$ cat config.mk
export PLATFORM = sky130hd
export DESIGN_NAME = ex_mem_skid_reg
export DESIGN_NICKNAME = d
export VERILOG_FILES = /design/src/rtl/ex_mem_skid_reg.sv
export SDC_FILE = /design/constraint.sdc
export NUM_CORES = 1
export LEC_CHECK = 0
export ABC_AREA = 1
export CAP_MARGIN = 20
export CORE_MARGIN = 10
export CORE_UTILIZATION = 47
export DETAILED_ROUTE_END_ITERATION = 16
export PLACE_DENSITY_LB_ADDON = 0.25
export SKIP_LAST_GASP = 1
export SYNTH_ARGS = -nofsm -noshare
export SYNTH_HDL_FRONTEND = slang
export SYNTH_SLANG_ARGS = --single-unit
$ cat constraint.sdc
create_clock -name clk -period 1.7 [get_ports clk]
set_clock_uncertainty 0.1 [all_clocks]
set_input_delay 0.17 -clock clk [delete_from_list [all_inputs] [get_ports clk]]
set_output_delay 0.17 -clock clk [all_outputs]
set_load 0.05 [all_outputs]
$ cat src/rtl/ex_mem_skid_reg.sv
// Elastic EX->MEM pipeline register with a two-entry skid buffer.
// in_ready comes straight from a flop, so a MEM stall never feeds combinationally back into EX.
module ex_mem_skid_reg #(
  parameter int unsigned DATA_W         = 76,
  parameter bit          CLEAR_ON_FLUSH = 1'b1,
  parameter bit          ZERO_BUBBLE    = 1'b1
) (
  input  logic              clk,
  input  logic              rst,
  input  logic              flush,
  input  logic              in_valid,
  output logic              in_ready,
  input  logic [DATA_W-1:0] in_data,
  output logic              out_valid,
  input  logic              out_ready,
  output logic [DATA_W-1:0] out_data,
  output logic [1:0]        occupancy
);

  logic              main_valid_q, main_valid_d;
  logic              skid_valid_q, skid_valid_d;
  logic [DATA_W-1:0] main_data_q,  main_data_d;
  logic [DATA_W-1:0] skid_data_q,  skid_data_d;
  logic              acc, rel;

  assign acc = in_valid && !skid_valid_q && !flush;
  assign rel = main_valid_q && out_ready;

  always_comb begin
    // NOTE: every signal gets a hold default first so no path leaves it unassigned (no latch).
    main_valid_d = main_valid_q;
    skid_valid_d = skid_valid_q;
    main_data_d  = main_data_q;
    skid_data_d  = skid_data_q;

    if (flush) begin
      main_valid_d = 1'b0;
      skid_valid_d = 1'b0;
      if (CLEAR_ON_FLUSH) begin
        main_data_d = '0;
        skid_data_d = '0;
      end
    end else if (!main_valid_q) begin
      if (acc) begin
        main_data_d  = in_data;
        main_valid_d = 1'b1;
      end
    end else if (rel) begin
      if (skid_valid_q) begin
        // in_ready is low while the skid is full, so nothing new can arrive this cycle.
        main_data_d  = skid_data_q;
        skid_valid_d = 1'b0;
      end else if (acc) begin
        main_data_d = in_data;
      end else begin
        main_valid_d = 1'b0;
      end
    end else if (acc) begin
      skid_data_d  = in_data;
      skid_valid_d = 1'b1;
    end
  end

  // NOTE: sequential state uses non-blocking assignments only; the payload is cleared on reset
  // as well so out_data is deterministic when ZERO_BUBBLE is off.
  always_ff @(posedge clk) begin
    if (rst) begin
      main_valid_q <= 1'b0;
      skid_valid_q <= 1'b0;
      main_data_q  <= '0;
      skid_data_q  <= '0;
    end else begin
      main_valid_q <= main_valid_d;
      skid_valid_q <= skid_valid_d;
      main_data_q  <= main_data_d;
      skid_data_q  <= skid_data_d;
    end
  end

  assign out_valid = main_valid_q;
  assign in_ready  = !skid_valid_q;
  assign occupancy = {1'b0, main_valid_q} + {1'b0, skid_valid_q};
  assign out_data  = (ZERO_BUBBLE && !main_valid_q) ? '0 : main_data_q;

endmodule

Word level (Yosys, flattened, before mapping)
Cells that the tools add are included.
{"block": "totals", "reg_bits": 154, "latchBits": 0, "ramBits": 0, "mem_bits_ro": 0, "in_bits": 81, "out_inout_bits": 80, "elab_cells": 27, "n_memories": 0}
{"block": "classes", "add_sub_neg": 1, "n_mul": 0, "div": 0, "magnitude_cmp": 0, "n_eq_ne": 1, "shifts": 0, "mux": 11, "n_bitwise": 1, "reduce_logical": 9}
{"cell": "$mux 76", "count": 5}
{"cell": "$mux 1", "count": 6}
{"cell": "$logic_and 1x1->1", "count": 3}
{"cell": "$reduce_and 3->1", "count": 1}
{"cell": "$add 1x1->2", "count": 1}
{"cell": "$logic_not 1->1", "count": 2}
{"cell": "$ne 2x1->1 const B", "count": 1}
{"cell": "$reduce_and 2->1", "count": 1}
{"cell": "$reduce_bool 2->1", "count": 1}
{"cell": "$reduce_or 2->1", "count": 1}
{"cell": "$not 1->1", "count": 1}

Logic depth before layout (Yosys ltp)
Gate-level depths: netlist of run 1.
{"block": "logic_depth", "word_depth": 7, "ltp_mapped": 10, "depth_no_buf": 7}

Least setup slack after synthesis of run 1
No wires, ideal clock.
{"block": "synth_path", "kind": "register -> output", "startpoint": "register main_valid_q (netlist: out_valid)", "endpoint": "output port out_data[45]", "arrival_ps": 1846, "required_time_ps": 1430, "slack_ps": -416, "path_stages_with_launch": 6, "n_path_buf": 3, "path_cell_list": "dfxtp_1 > buf_2 > clkbuf_1 > buf_1 > nand2_1 > inv_1"}
{"block": "synth_via", "elab_chain_len": 1}
{"element": "from (decl)", "line_no": "20", "text": "logic main_valid_q, main_valid_d;"}
{"element": "from (signal assigned)", "line_no": "73", "text": "main_valid_q <= main_valid_d;"}
{"element": "$mux 76", "line_no": "83", "text": "assign out_data = (ZERO_BUBBLE && !main_valid_q) ? '0 : main_data_q;"}
{"element": "to (decl)", "line_no": "16", "text": "output logic [DATA_W-1:0] out_data,"}
No other way between the ends.

Worst setup path after layout of run 1
{"block": "layout_path", "startpoint": "register main_valid_q (netlist: out_valid)", "endpoint": "output port out_data[33]"}
Same word-level chain as after synthesis.

==> metrics.csv, run 1 <==
metric,value,unit
number of synthesized flops with an enable pin,0,
Yosys top cell by area,dfxtp_1,
number of DRC markers in iteration 0,879,
"Arr. time, crit path",1.47,ns
RSZ-0062 raised after global routing,true,
FF-to-FF setup slack,0.16,ns
top_reg_cell synth,dfxtp_1,
Clock Tree Root,clkbuf_16,
most frequent cells after synthesis,"nand2_1, dfxtp_1, a21oi_1",
Reg power frac,43.0,%
crit share post-route,102,%
full die area,0.0222,mm^2
placer congestion estimate,0.804,
actual slew at the worst max-slew pin,0.385,ns
I/O pins,161,
Detail Route Antenna Nets,0,
post-synthesis register bit count,154,
FILL cells,1329,
min Tclk post-route,1.74,ns
switching share of total power,22.8,%
clk_lat worst skew,0.42,ns
Yosys top cell area share,39.4,%
CTS H-tree lvls,4,
1st-pass router iterations,5,
max_cap viols,0,
Core Area,0.0165,mm^2
"Distinct cells, synth",17,
register area,0.00309,mm^2
Pint,0.00663,W
vias per cell,5.35,
Detailed Place HPWL,15500,um
Hold Buf Count CTS,0,
GRT Util Overall,21.9,%
Max Freq,0.576,GHz
grt peak-use layer,met2,
die width,149,um
Mean Syn Cell Area,6.20,um^2
total power,0.00859,W
worst setup margin,-0.0365,ns
initial antenna violation count,1,
Power Density,750,mW/mm^2
Via Count,8622,
Mapped Nets,1346,
met2 Use GR,36.4,%
Critical Path RT,1.43,ns
largest net degree at the start of global routing,76,
worst vdd ir,0.722,mV
"count leader, synth",nand2_1,
top post-synthesis cells by area,"dfxtp_1, nand2_1, a21oi_1, nor2_1, nand4_1",
first-pass GRT wire length,40700,um
dpl ws,-0.0515,ns
Clock power frac,47.8,%
WS Path Type,reg2out,
hold crit path type,in2reg,
"Warnings, synthesis",0,
site row count,47,
Logic pwr share,9.3,%
total CTS buffers,17,
final setup fails,25,
Starting Density,47.6,%
CTS tree,built,
crit end category,output pin,
CP max FO,12,
status,finished with violations,
Leak,4.63,nW
Layout area overhead,46.3,%
Critical Path Start Type,flop,
Final Hold Viols,0,
DIE HEIGHT,149,um
Max Slew Vio Count,0,
Congestion Overflow GR,0,
synthesized cell area,0.00783,mm^2
post-layout util,69.6,%
M3 GR Usage,5.55,%
Slew HR,74.4,%
WL/cell,15.5,um
number of global-route vias before repair,8188,
share of post-route cells with drive strength above 1,13.9,%
Syn Inst Count,1264,
Max Root-Sink Buffers,2,
sequential element share of the synthesized area,39.4,%
drt total wl,25000,um
final routed DRC violation total,0,
Clock Sinks,154,
clk slew on worst S/H paths,0.06,ns
area of the multi-input gates,0.00400,mm^2
Port Buffers,160,
Psw,0.00196,W
Layout Nets,1459,
failing checks,negative setup slack,
GR Util met1,27.1,%
async set or reset register ratio after synthesis,0,%
-- what timing repair did --
| action | in CTS | in global routing |
|---|---|---|
| gates resized for setup | 8 | 3 |
| pin swaps | 0 | 0 |
| endpoints found under the setup margin | 78 | 66 |
| buffers inserted | 0 | 1 |
| gates cloned | 1 | 0 |
-- layout make-up --
cell class | count | area share (%)
antenna | 1 | 0.0218
clock buffer | 20 | 3.81
clock inverter | 12 | 1.71
inverter | 82 | 3.67
multi-input combinational | 922 | 34.9
sequential | 154 | 26.9
tap | 220 | 2.40
timing repair buffer | 200 | 26.5
-- logic make-up (layout without fill, tap and decap cells) --
kind of cell	Yosys count	after routing	synth area share, %
compound gates	154	154	9.86
flops	154	154	39.4
buf+inv	188	314	9.94
fa+ha+maj	1	1	0.160
simple gates	767	767	40.7
other cells	0	1	0
-- through the flow --
stage,instances,hold slack [ns],area [um^2],TNS (ns)
6_report,1611,0.241,11500,-0.431
5_1_grt,1611,0.232,11500,-2.75
4_1_cts,1609,0.229,11400,-1.43
3_5_place_dp,1576,0.351,10700,-1.35
3_3_place_gp,1576,0.347,10700,0
2_1_floorplan,1264,0.217,7950,0
-- routing by layer --
metal  up-vias  part of all wire, %  routed length, um
met1      4003                   42              10500
met4         0                  1.4                338
met3        29                  7.3               1810
met2       340                   49              12300
li1       4250                    -                  -
met5         -                    0                  0
-- sequential cells by signal, summed over array words and instances, names as in the netlist --
name          cells
skid_valid_q      1
main_data_q      76
skid_data_q      76
out_valid         1
-- critical path: stages, from the launching register on --
cell       delay (ns)
dfxtp_4          0.43
bufbuf_16        0.31
nand2_1          0.06
inv_1            0.09
buf_12           0.14
-- power groups by stage --
stage                     sequential (W)  combinational [W]  clock, W
after CTS                        0.00369           0.000787   0.00412
after detailed placement         0.00377           0.000770         0
after global placement           0.00376           0.000762         0
after global routing             0.00369           0.000859   0.00430
final                            0.00369           0.000796   0.00410
after floorplan                  0.00376           0.000367         0
-- worst paths after layout --
kind / start / end / cells after the start
min reg2reg: skid_data_q[35] / skid_data_q[35] / 2
max reg2reg: out_valid / skid_data_q[73] / 8
min: in_data[14] / skid_data_q[14] / 3
max: out_valid / out_data[33] / 4
-- layout by cell type (no fill, tap or decap), drive strengths merged --
| cell type | n |
|---|---|
| nand2 | 460 |
| dfxtp | 154 |
| nor2 | 154 |
| a21oi | 153 |
| buf | 120 |
| clkdlybuf4s50 | 79 |
| nand3 | 77 |
| nand4 | 75 |
| inv | 53 |
| clkinvlp | 33 |
| clkbuf | 20 |
| bufinv | 5 |
| clkinv | 3 |
| diode | 1 |
| or2 | 1 |
| a31oi | 1 |
| ha | 1 |
| bufbuf | 1 |
No activity file was read; power rests on OpenSTA's default activity.
==> run 2, diff against run 1 <==
--- a/config.mk
+++ b/config.mk
@@ -11,6 +11,7 @@
 export CORE_UTILIZATION = 47
 export DETAILED_ROUTE_END_ITERATION = 16
 export PLACE_DENSITY_LB_ADDON = 0.25
+export SETUP_SLACK_MARGIN = 0.1
 export SKIP_LAST_GASP = 1
 export SYNTH_ARGS = -nofsm -noshare
 export SYNTH_HDL_FRONTEND = slang
==> metrics.csv, run 2 (synthesis gave the netlist of run 1 again) <==
metric,value,unit
Finished Layout Cells,1643,
drt total wl,27700,um
CP max FO,11,
Detailed Place HPWL,16200,um
Clock Tree Root,clkbuf_16,
min Tclk post-route,1.73,ns
hold path startpoint,in_valid,
WS Path Type,reg2reg,
worst vdd ir,0.680,mV
full die area,0.0222,mm^2
1st-pass router iterations,5,
worst setup margin,-0.0286,ns
placer congestion estimate,0.813,
dpl ws,-0.112,ns
status,finished with violations,
crit end category,flop,
slowest CP cell,dfxtp_4,
Critical Path RT,1.89,ns
reg2reg start,out_valid,
Max Slew Vio Count,0,
Power Density,708,mW/mm^2
Leak,4.99,nW
DIE HEIGHT,149,um
I/O pins,161,
post-layout util,73.3,%
Critical Path Max Stage Delay,0.46,ns
site row count,47,
Layout area overhead,54.1,%
Congestion Overflow GR,0,
Starting Density,47.6,%
Slew HR,80.0,%
Core Area,0.0165,mm^2
initial antenna violation count,0,
WL/cell,16.9,um
crit share post-route,102,%
CTS tree,built,
Clock Sinks,154,
Port Buffers,160,
hold crit path type,in2reg,
share of post-route cells with drive strength above 1,17.5,%
placed insts,1586,
"commonest cells after routing, fill and taps aside","nand2_1, nor2_1, dfxtp_1, a21oi_1, buf_12",
Layout Nets,1492,
largest net degree at the start of global routing,64,
actual slew at the worst max-slew pin,0.300,ns
vias per cell,5.52,
final setup fails,4,
Critical Path Most Common Cell,buf_4,
CP startpoint,out_valid,
Max Root-Sink Buffers,2,
clk slew on worst S/H paths,0.06,ns
die width,149,um
failing checks,negative setup slack,
final routed DRC violation total,0,
number of global-route vias before repair,8449,
"Arr. time, crit path",1.92,ns
"commonest non-fill, non-tap cell in the layout",nand2_1,
first-pass GRT wire length,41600,um
Detail Route Antenna Nets,0,
Critical Path Start Type,flop,
number of DRC markers in iteration 0,861,
crit-path cells,"buf_4, inv_4, nor2_4, inv_2, nor2_4, buf_4, inv_4, buf_4, nand2_1, a21oi_1",
Via Count,9064,
GRT Util Overall,22.4,%
top flop regs,"main_data_q (76), skid_data_q (76)",
CTS H-tree lvls,4,
Worst Hold Slack,0.143,ns
Final Hold Viols,0,
ANT cells,0,
max_cap viols,0,
total CTS buffers,17,
setup tns final,-0.0409,ns
clk_lat worst skew,0.42,ns
Max Freq,0.579,GHz
RSZ-0062 raised after global routing,true,
==> run 2: power by group <==
part / total, W / leakage [nW] / switching (W) / internal (W)
clock network: 0.00400 / 0.302 / 0.00154 / 0.00245
logic: 0.000861 / 3.44 / 0.000452 / 0.000409
registers: 0.00369 / 1.25 / 0.0000386 / 0.00365
==> run 2: metrics by stage <==
step / power, W / instance area, um^2
after floorplan: 0.00413 / 7990
after global placement: 0.00454 / 10800
after detailed placement: 0.00455 / 10800
after CTS: 0.00852 / 11600
after global routing: 0.00878 / 12100
final: 0.00855 / 12100
==> run 2: metal layers <==
metal | vias up | share of wire (%) | GRT usage, %
met2 | 501 | 49 | 37.1
met1 | 4181 | 39 | 27.0
met3 | 59 | 9.6 | 6.19
li1 | 4323 | - | -
met5 | - | 0 | 0
met4 | 0 | 2.3 | 8.49
==> run 2: area by class of cell <==
cell class / instances / area (um^2)
Clock inverter: 12 / 173
Sequential cell: 154 / 3090
Fill cell: 1251 / 4400
Tap cell: 220 / 275
Multi-Input combinational cell: 924 / 4120
Clock buffer: 20 / 437
Inverter: 82 / 445
Timing Repair Buffer: 231 / 3530
==> run 2: final timing paths <==
check / end / slack [ns] / cells after the start
worst max-delay path: skid_data_q[63] / -0.03 / 10
worst min-delay path: main_data_q[62] / 0.14 / 5
worst max register to register: skid_data_q[63] / -0.03 / 10
worst min register to register: skid_data_q[28] / 0.36 / 2
==> run 2: critical path, delay by kind of cell, from the launching register on <==
family	cells	cell delay [ns]
buffers and inverters	6	0.62
AND/OR/NAND/NOR	3	0.33
AO/OA/AOI/OAI	1	0.08
flip-flops	1	0.46
==> run 2: what timing repair did <==
action,CTS,global route
pin swaps,8,2
hold endpoints to repair,0,0
endpoints found under the setup margin,79,225
hold buffers,0,0
gates cloned,2,11
resized for setup,40,41
setup buffers,5,7
==> run 3, diff against run 2 <==
--- a/config.mk
+++ b/config.mk
@@ -6,6 +6,7 @@
 export NUM_CORES = 1
 export LEC_CHECK = 0
 export ABC_AREA = 1
+export ABC_CLOCK_PERIOD_IN_PS = 1700
 export CAP_MARGIN = 20
 export CORE_MARGIN = 10
 export CORE_UTILIZATION = 47
==> constraint.sdc (replaced) <==
create_clock -name clk -period 1.7 [get_ports clk]
set_clock_uncertainty 0.1 [all_clocks]
set_input_delay 0.17 -clock clk [delete_from_list [all_inputs] [get_ports clk]]
set_output_delay 0.17 -clock clk [all_outputs]
set_load 0.1 [all_outputs]
==> metrics.csv, run 3 (synthesis gave the netlist of run 1 again) <==
metric,value,unit
Clock Sinks,154,
CP Buf/Inv Count,3,
top flop regs,"main_data_q (76), skid_data_q (76)",
Core Area,0.0165,mm^2
crit-path cells,"buf_6, buf_12, ha_4, buf_12",
Max Slew Vio Count,0,
Psw,0.00203,W
Max Freq,0.559,GHz
initial antenna violation count,0,
slowest CP cell,dfxtp_4,
hold path startpoint,in_data[33],
CP max FO,5,
I/O pins,161,
Critical Path RT,1.43,ns
CTS tree,built,
1st-pass router iterations,5,
drt total wl,28100,um
worst setup margin,-0.0903,ns
die width,149,um
reg2reg start,out_valid,
Leak,5.07,nW
number of DRC markers in iteration 0,920,
setup tns final,-3.00,ns
total CTS buffers,17,
Clock power frac,46.1,%
Critical Path Most Common Cell,buf_12,
Pint,0.00657,W
placer congestion estimate,0.811,
Starting Density,47.6,%
Detail Route Antenna Nets,0,
site row count,47,
crit end category,output pin,
WS Path Type,reg2out,
cell family with most CP delay,buffers and inverters,
CTS H-tree lvls,4,
Congestion Overflow GR,0,
Layout area overhead,61.8,%
Layout Nets,1491,
first-pass GRT wire length,42600,um
Critical Path Start Type,flop,
Detailed Place HPWL,16200,um
Logic pwr share,10.9,%
clk slew on worst S/H paths,0.06,ns
Slew HR,75.0,%
Max Root-Sink Buffers,2,
Reg power frac,43.0,%
CP startpoint,out_valid,
final setup fails,73,
Port Buffers,160,
Power Density,679,mW/mm^2
DIE HEIGHT,149,um
Critical Path Max Stage Delay,0.38,ns
GRT Util Overall,23.2,%
clk_lat worst skew,0.43,ns
full die area,0.0222,mm^2
max_cap viols,0,
vias per cell,5.54,
share of post-route cells with drive strength above 1,24.2,%
crit share post-route,105,%
"Arr. time, crit path",1.52,ns
Via Count,9093,
Final Hold Viols,0,
Clock Tree Root,clkbuf_16,
number of global-route vias before repair,8349,
RSZ-0062 raised after global routing,true,
ANT cells,0,
WL/cell,17.1,um
largest net degree at the start of global routing,76,
"commonest cells after routing, fill and taps aside","nand2_1, a21oi_1, nor2_1, dfxtp_1, buf_12",
failing checks,negative setup slack,
switching share of total power,23.6,%
final routed DRC violation total,0,
"commonest non-fill, non-tap cell in the layout",nand2_1,
status,finished with violations,
Worst Hold Slack,0.230,ns
worst vdd ir,0.733,mV
hold crit path type,in2reg,
min Tclk post-route,1.79,ns
actual slew at the worst max-slew pin,0.375,ns
run 3: power by group through the flow:
| stage | Sequential, W | Clock (W) | Combinational (W) |
|---|---|---|---|
| 6_report | 0.00370 | 0.00397 | 0.000934 |
| 5_1_grt | 0.00371 | 0.00415 | 0.000998 |
| 4_1_cts | 0.00370 | 0.00400 | 0.000890 |
| 3_5_place_dp | 0.00377 | 0 | 0.000818 |
| 3_3_place_gp | 0.00377 | 0 | 0.000807 |
| 2_1_floorplan | 0.00376 | 0 | 0.000398 |
run 3: metrics by stage:
step                      setup slack [ns]  instance area, um^2  utilization, %  cells  total power (W)
after CTS                          -0.0896                12200            74.1   1626          0.00859
after global routing                -0.119                12700            77.0   1641          0.00886
final                              -0.0903                12700            77.0   1641          0.00861
after floorplan                    -0.0230                 8210               -   1264          0.00416
after global placement             -0.0328                11000            66.9   1582          0.00457
after detailed placement           -0.0791                11000            66.9   1582          0.00459
run 3: final timing paths:
check                    endpoint  slack, ns  depth (start not counted)
setup / recovery     occupancy[0]      -0.09                          4
hold / removal    skid_data_q[33]       0.23                          3
setup reg to reg  skid_data_q[55]      -0.01                          8
hold reg to reg   skid_data_q[54]       0.36                          2
run 3: routing by layer:
layer | wire length (um) | vias to the layer above | GRT usage [%]
met5 | 0 | - | 0
met4 | 526 | 0 | 8.44
met3 | 2650 | 50 | 6.07
met2 | 13600 | 457 | 37.7
met1 | 11300 | 4256 | 28.9
li1 | - | 4330 | -
run 3: layout make-up:
cell class                      instances  area [um^2]
Clock buffer                           24          502
Clock inverter                          7          113
Fill cell                            1108         3790
Inverter                               82          598
Multi-Input combinational cell        924         4460
Sequential cell                       154         3090
Tap cell                              220          275
Timing Repair Buffer                  230         3630
run 3: timing repair:
action,4_1_cts,5_1_grt
cloned,5,13
hold endpoints to repair,0,0
setup buffers,8,2
pin swaps,34,3
hold buffers,0,0
gates resized for setup,100,48
setup endpoints to repair,77,232
run 3: worst register-to-register path, cell delays in order (launching register included):
cell,delay [ns]
dfxtp_4,0.40
clkbuf_4,0.20
inv_4,0.04
nor2_4,0.14
inv_2,0.07
nor2_4,0.17
buf_12,0.25
nand2_1,0.11
a21oi_1,0.17
